`src/rtl/axi_lite_reg_master.sv`:
```
// axi_lite_reg_master: turns single register read/write commands into
// AXI4-Lite transactions, one outstanding at a time, and returns the result
// on a valid/ready response port.
// Optional feature macro: AXIL_MASTER_TIMEOUT_EN enables a response timeout
// that aborts a stalled transaction with rsp_resp=2'b11 and rdata 0xDEADBEEF.
// Without the macro the master waits indefinitely and timeout_cnt reads 0.
module axi_lite_reg_master #(
  parameter int                            C_M_AXI_ADDR_WIDTH = 32,
  parameter int                            C_M_AXI_DATA_WIDTH = 32,
  parameter logic [C_M_AXI_ADDR_WIDTH-1:0] C_BASE_ADDRESS     = 32'h00000000,
  parameter int                            C_TIMEOUT_CYCLES   = 1024
) (
  input  logic                            M_AXI_ACLK,
  input  logic                            M_AXI_ARESETN,
  // command port
  input  logic                            cmd_valid,
  output logic                            cmd_ready,
  input  logic                            cmd_write,
  input  logic [C_M_AXI_ADDR_WIDTH-1:0]   cmd_addr,
  input  logic [C_M_AXI_DATA_WIDTH-1:0]   cmd_wdata,
  input  logic [C_M_AXI_DATA_WIDTH/8-1:0] cmd_wstrb,
  // response port
  output logic                            rsp_valid,
  input  logic                            rsp_ready,
  output logic                            rsp_write,
  output logic [C_M_AXI_DATA_WIDTH-1:0]   rsp_rdata,
  output logic [1:0]                      rsp_resp,
  // AXI4-Lite master
  output logic [C_M_AXI_ADDR_WIDTH-1:0]   M_AXI_AWADDR,
  output logic                            M_AXI_AWVALID,
  input  logic                            M_AXI_AWREADY,
  output logic [C_M_AXI_DATA_WIDTH-1:0]   M_AXI_WDATA,
  output logic [C_M_AXI_DATA_WIDTH/8-1:0] M_AXI_WSTRB,
  output logic                            M_AXI_WVALID,
  input  logic                            M_AXI_WREADY,
  input  logic [1:0]                      M_AXI_BRESP,
  input  logic                            M_AXI_BVALID,
  output logic                            M_AXI_BREADY,
  output logic [C_M_AXI_ADDR_WIDTH-1:0]   M_AXI_ARADDR,
  output logic                            M_AXI_ARVALID,
  input  logic                            M_AXI_ARREADY,
  input  logic [C_M_AXI_DATA_WIDTH-1:0]   M_AXI_RDATA,
  input  logic [1:0]                      M_AXI_RRESP,
  input  logic                            M_AXI_RVALID,
  output logic                            M_AXI_RREADY,
  // status
  output logic                            busy,
  output logic [15:0]                     timeout_cnt
);

  localparam logic [C_M_AXI_DATA_WIDTH-1:0] TIMEOUT_RDATA = 32'hDEADBEEF;

  typedef enum logic [2:0] {
    IDLE    = 3'd0,
    WR_REQ  = 3'd1,
    WR_RESP = 3'd2,
    RD_REQ  = 3'd3,
    RD_DATA = 3'd4,
    RSP     = 3'd5
  } state_t;

  state_t state_reg;
  state_t state_next;

  logic                            aw_done_reg;
  logic                            w_done_reg;
  logic [C_M_AXI_ADDR_WIDTH-1:0]   addr_reg;
  logic [C_M_AXI_DATA_WIDTH-1:0]   wdata_reg;
  logic [C_M_AXI_DATA_WIDTH/8-1:0] wstrb_reg;
  logic                            rsp_write_reg;
  logic [C_M_AXI_DATA_WIDTH-1:0]   rsp_rdata_reg;
  logic [1:0]                      rsp_resp_reg;

  logic accept;
  logic aw_hs;
  logic w_hs;
  logic b_hs;
  logic ar_hs;
  logic r_hs;
  logic active;
  logic timeout_hit;
  logic take_timeout;

  assign accept = cmd_valid && cmd_ready;
  assign aw_hs  = M_AXI_AWVALID && M_AXI_AWREADY;
  assign w_hs   = M_AXI_WVALID && M_AXI_WREADY;
  assign b_hs   = M_AXI_BVALID && M_AXI_BREADY;
  assign ar_hs  = M_AXI_ARVALID && M_AXI_ARREADY;
  assign r_hs   = M_AXI_RVALID && M_AXI_RREADY;

  // The timer only runs while a bus transaction is in flight.
  assign active = (state_reg == WR_REQ) || (state_reg == WR_RESP) ||
                  (state_reg == RD_REQ) || (state_reg == RD_DATA);

`ifdef AXIL_MASTER_TIMEOUT_EN
  logic [15:0] timer_reg;
  logic [15:0] timeout_cnt_reg;

  // The timer reaches C_TIMEOUT_CYCLES on the edge where this fires.
  assign timeout_hit = active && (timer_reg == 16'(C_TIMEOUT_CYCLES - 1));
  assign timeout_cnt = timeout_cnt_reg;

  // Response timer and saturating count of aborted transactions.
  always_ff @(posedge M_AXI_ACLK) begin
    if (!M_AXI_ARESETN) begin
      timer_reg       <= '0;
      timeout_cnt_reg <= '0;
    end else begin
      if (accept) begin
        timer_reg <= '0;
      end else if (active) begin
        timer_reg <= timer_reg + 16'd1;
      end
      if (take_timeout && (timeout_cnt_reg != 16'hFFFF)) begin
        timeout_cnt_reg <= timeout_cnt_reg + 16'd1;
      end
    end
  end
`else
  logic [15:0] unused_timeout_cfg;

  assign unused_timeout_cfg = 16'(C_TIMEOUT_CYCLES);
  assign timeout_hit        = 1'b0;
  assign timeout_cnt        = '0;
`endif

  // State register.
  always_ff @(posedge M_AXI_ACLK) begin
    if (!M_AXI_ARESETN) begin
      state_reg <= IDLE;
    end else begin
      state_reg <= state_next;
    end
  end

  // Next-state logic; a normal completion wins over a coincident timeout.
  always_comb begin
    state_next   = state_reg;
    take_timeout = 1'b0;
    case (state_reg)
      IDLE: begin
        if (accept) begin
          state_next = cmd_write ? WR_REQ : RD_REQ;
        end
      end
      WR_REQ: begin
        if ((aw_done_reg || aw_hs) && (w_done_reg || w_hs)) begin
          state_next = WR_RESP;
        end else if (timeout_hit) begin
          state_next   = RSP;
          take_timeout = 1'b1;
        end
      end
      WR_RESP: begin
        if (b_hs) begin
          state_next = RSP;
        end else if (timeout_hit) begin
          state_next   = RSP;
          take_timeout = 1'b1;
        end
      end
      RD_REQ: begin
        if (ar_hs) begin
          state_next = RD_DATA;
        end else if (timeout_hit) begin
          state_next   = RSP;
          take_timeout = 1'b1;
        end
      end
      RD_DATA: begin
        if (r_hs) begin
          state_next = RSP;
        end else if (timeout_hit) begin
          state_next   = RSP;
          take_timeout = 1'b1;
        end
      end
      RSP: begin
        if (rsp_ready) begin
          state_next = IDLE;
        end
      end
      default: state_next = IDLE;
    endcase
  end

  // Per-state handshake outputs; BREADY/RREADY stay high in IDLE to drain strays.
  always_comb begin
    cmd_ready     = 1'b0;
    M_AXI_AWVALID = 1'b0;
    M_AXI_WVALID  = 1'b0;
    M_AXI_ARVALID = 1'b0;
    M_AXI_BREADY  = 1'b0;
    M_AXI_RREADY  = 1'b0;
    rsp_valid     = 1'b0;
    busy          = 1'b1;
    case (state_reg)
      IDLE: begin
        cmd_ready    = M_AXI_ARESETN;
        M_AXI_BREADY = 1'b1;
        M_AXI_RREADY = 1'b1;
        busy         = 1'b0;
      end
      WR_REQ: begin
        M_AXI_AWVALID = !aw_done_reg;
        M_AXI_WVALID  = !w_done_reg;
      end
      WR_RESP: M_AXI_BREADY  = 1'b1;
      RD_REQ:  M_AXI_ARVALID = 1'b1;
      RD_DATA: M_AXI_RREADY  = 1'b1;
      RSP:     rsp_valid     = 1'b1;
      default: busy          = 1'b0;
    endcase
  end

  // Command capture, per-channel write progress and response payload.
  always_ff @(posedge M_AXI_ACLK) begin
    if (!M_AXI_ARESETN) begin
      aw_done_reg   <= 1'b0;
      w_done_reg    <= 1'b0;
      addr_reg      <= '0;
      wdata_reg     <= '0;
      wstrb_reg     <= '0;
      rsp_write_reg <= 1'b0;
      rsp_rdata_reg <= '0;
      rsp_resp_reg  <= '0;
    end else begin
      if (accept) begin
        addr_reg    <= cmd_addr | C_BASE_ADDRESS;
        wdata_reg   <= cmd_wdata;
        wstrb_reg   <= cmd_wstrb;
        aw_done_reg <= 1'b0;
        w_done_reg  <= 1'b0;
      end
      if (state_reg == WR_REQ) begin
        if (aw_hs) aw_done_reg <= 1'b1;
        if (w_hs)  w_done_reg  <= 1'b1;
      end
      if ((state_reg == WR_RESP) && b_hs) begin
        rsp_resp_reg  <= M_AXI_BRESP;
        rsp_rdata_reg <= '0;
        rsp_write_reg <= 1'b1;
      end
      if ((state_reg == RD_DATA) && r_hs) begin
        rsp_resp_reg  <= M_AXI_RRESP;
        rsp_rdata_reg <= M_AXI_RDATA;
        rsp_write_reg <= 1'b0;
      end
      if (take_timeout) begin
        rsp_resp_reg  <= 2'b11;
        rsp_rdata_reg <= TIMEOUT_RDATA;
        rsp_write_reg <= (state_reg == WR_REQ) || (state_reg == WR_RESP);
      end
    end
  end

  assign M_AXI_AWADDR = addr_reg;
  assign M_AXI_ARADDR = addr_reg;
  assign M_AXI_WDATA  = wdata_reg;
  assign M_AXI_WSTRB  = wstrb_reg;
  assign rsp_write    = rsp_write_reg;
  assign rsp_rdata    = rsp_rdata_reg;
  assign rsp_resp     = rsp_resp_reg;

endmodule

```
`config.mk`:
```
export PLATFORM = sky130hd
export DESIGN_NAME = axi_lite_reg_master
export DESIGN_NICKNAME = d
export VERILOG_FILES = /design/src/rtl/axi_lite_reg_master.sv
export SDC_FILE = /design/constraint.sdc
export NUM_CORES = 1
export LEC_CHECK = 0
export ABC_CLOCK_PERIOD_IN_PS = 3000
export CAP_MARGIN = 5
export CORE_ASPECT_RATIO = 0.9
export CORE_MARGIN = 2
export CORE_UTILIZATION = 40
export DETAILED_ROUTE_END_ITERATION = 8
export HOLD_SLACK_MARGIN = 0.02
export PLACE_DENSITY_LB_ADDON = 0.25
export SYNTH_ARGS = -nofsm -noshare
export SYNTH_HDL_FRONTEND = slang
export SYNTH_SLANG_ARGS = --single-unit
```
`constraint.sdc`:
```
create_clock -name M_AXI_ACLK -period 3 [get_ports M_AXI_ACLK]
set_input_delay 0.3 -clock M_AXI_ACLK [delete_from_list [all_inputs] [get_ports M_AXI_ACLK]]
set_output_delay 0.3 -clock M_AXI_ACLK [all_outputs]
set_load 0.01 [all_outputs]
```
==> impl_metrics.py <==
metrics = {
    "synthesis": {
        "yosysSeqAreaShare": 0.497,
        "syn_inst": 508,
        "synth-seq-cells": 108,
        "synthesis.area_mm2": 0.00435,
        "synth_warnings": 0,
        "syn_avg_cell_area_um2": 8.56,
        "synth.distinct_cells": 31,
    },
    "pwr": {
        "ir_drop_mv": 0.454,
        "leakagePower_nw": 2.87,
        "internal_power_w": 0.00358,
        "switching_share": 0.291,
        "switching_power_w": 0.00147,
        "p_seq_frac": 0.375,
        "power_w": 0.00505,
        "power_frac_comb": 0.345,
        "power_density_mw_per_mm2": 722,
        "clkPwrFrac": 0.280,
    },
    "cts": {
        "tritoncts": "yes",
        "cts_buffers": 9,
        "cts_resized": 0,
        "htree_levels": 3,
        "clock_sinks": 108,
        "cts_hold_buf": 0,
        "cts_root_buf": "clkbuf_16",
        "ctsLongestPathBuffers": 2,
        "post_cts_buffers": 0,
        "path_clk_slew_ns": 0.07,
        "worstSkewPairLatency_ns": 0.34,
    },
    "setup_path": {
        "cp.required_ns": 2.70,
        "cp.arrival_ns": 2.08,
        "crit_fanout": 14,
        "critPathKind": "reg -> out",
        "start_kind": "register",
        "cp-end-kind": "output pin",
    },
    "die": {
        "dieHeight_um": 103,
        "die_x_um": 114,
        "core.rowCount": 36,
        "start_util": 0.406,
        "core_mm2": 0.0107,
        "num_io_pins": 273,
        "die-area_mm2": 0.0117,
    },
    "routing": {
        "vias": 4071,
        "first_iter_violations": 259,
        "first_pass_iters": 5,
        "postRouteAntennaNets": 0,
        "drcViolationCount": 0,
        "wl_per_cell_um": 15.1,
        "viasPerCell": 4.80,
        "drt_wl_total_mm": 12.8,
    },
    "timing": {
        "clock_skew_ns": 0.00530,
        "max_slew_margin": 0.534,
        "hold_violations": 0,
        "fmax_mhz": 420,
        "rsz0062_at_grt": "false",
        "fin_crit_sh": 0.794,
        "fin_crit_ns": 2.38,
        "setup_tns_ns": 0,
        "setup_viol": 0,
        "final_max_slew_viol_count": 0,
        "worst_pin_slew_ns": 0.699,
    },
    "cells_and_area": {
        "layoutNonFillerInstCount": 849,
        "fin_nets": 825,
        "fill_cells": 924,
        "layout-drive-gt1-share": 0.0419,
        "fin_util": 0.653,
        "antenna_cells": 0,
        "syn_to_final_growth_pct": 61.0,
    },
    "placed_design": {
        "place.gp.congestion": 0.787,
        "port-buffer-count": 256,
        "dpl.cell_count": 833,
        "hpwlAfterDp_mm": 9.26,
    },
    "grt": {
        "grt_pass1_wl_mm": 19.3,
        "grtUsageTotal": 0.207,
        "grt_pass1_vias": 3815,
        "grt_max_degree": 71,
        "overflow": 0,
        "antenna_found_initial": 0,
    },
    "run": {
        "max_cap_violations": 0,
    },
    "outcome": {
        "status": "completed",
    },
    "worst_hold_path": {
        "hold_path.class": "reg -> reg",
    },
}
routing by layer:
layer  wire [um]  share of wire  vias to the layer above  global-route usage
met5           0              0                        -                   0
li1            -              -                     2012                   -
met4         358          0.028                        0              0.0863
met1        5110           0.40                     1877               0.244
met3         884          0.069                       27              0.0641
met2        6490           0.51                      155               0.356
metrics by stage:
step                hold WS [ns]  cell area, um^2  worst slack [ns]
global route               0.474             7000             0.430
global placement           0.440             6640              1.00
CTS                        0.457             7000             0.585
finish                     0.452             7000             0.617
detailed placement         0.447             6640             0.940
floorplan                  0.399             4410              1.57
cell usage after synthesis:
master / instances / area [um^2]
a21oi_1: 2 / 10.0
a221oi_2: 1 / 15.0
a22oi_1: 33 / 248
a311oi_1: 1 / 8.76
a31o_2: 1 / 8.76
a32o_1: 1 / 10.0
and2_1: 3 / 18.8
and3_1: 2 / 12.5
and4bb_2: 2 / 25.0
buf_1: 4 / 15.0
buf_2: 12 / 60.1
buf_4: 52 / 390
buf_6: 3 / 33.8
clkbuf_1: 14 / 52.6
conb_1: 1 / 3.75
dfxtp_1: 108 / 2160
inv_1: 1 / 3.75
mux2i_1: 4 / 40.0
nand2_1: 143 / 537
nand2b_1: 1 / 6.26
nand3_1: 69 / 345
nand3_2: 1 / 10.0
nand3b_1: 1 / 7.51
nor2_1: 3 / 11.3
nor2_2: 1 / 6.26
nor2b_1: 37 / 231
nor3_4: 1 / 16.3
nor3b_2: 1 / 12.5
o211a_1: 3 / 30.0
o221a_1: 1 / 11.3
o22ai_1: 1 / 6.26
cell families after synthesis:
group,after synthesis,synth area share
other,1,0.000862
DFF,108,0.497
muxes,4,0.00921
buffers and inverters,86,0.128
and+or+nand+nor,265,0.285
AOI/OAI and AO/OA,44,0.0800
placed cells by master (no fill, tap or decap), types with 4 or more instances in the layout:
cell type / count
bufinv_16: 4
nand2_1: 143
dfxtp_1: 108
nor2b_1: 37
buf_4: 5
conb_1: 16
nand3_1: 69
a22oi_1: 33
clkdlybuf4s50_1: 255
clkbuf_16: 9
mux2i_1: 4
worst max-delay path, stage by stage (launching register included):
cell and delay (ns):
dfxtp_1 0.60, nor3b_2 0.36, nor2b_1 0.21, clkdlybuf4s50_1 0.57
power groups by stage:
stage / registers, W / logic (W) / clock network [W]
after CTS: 0.00190 / 0.00176 / 0.00145
final: 0.00189 / 0.00174 / 0.00142
after floorplan: 0.00197 / 0.000841 / 0
after global placement: 0.00191 / 0.00173 / 0
after detailed placement: 0.00192 / 0.00175 / 0
after global routing: 0.00193 / 0.00189 / 0.00152
layout make-up:
type                    instances  area, um^2  share of cell area
flip-flops and latches        108        2160               0.309
repair buffers                262        2620               0.373
clock inverters                 4         120              0.0172
inverters                       1        3.75            0.000536
multi-input cells             329        1690               0.241
clock buffers                  12         246              0.0352
well taps                     133         166              0.0238
worst paths after layout:
path	from	endpoint	slack, ns	cells past startpoint
min	M_AXI_WDATA[3]	M_AXI_WDATA[3]	0.45	2
min reg2reg	M_AXI_WDATA[3]	M_AXI_WDATA[3]	0.45	2
max reg2reg	state_reg[0]	rsp_rdata[24]	1.08	6
max	state_reg[0]	M_AXI_AWVALID	0.62	3
Power figures use the tool's default switching activity.
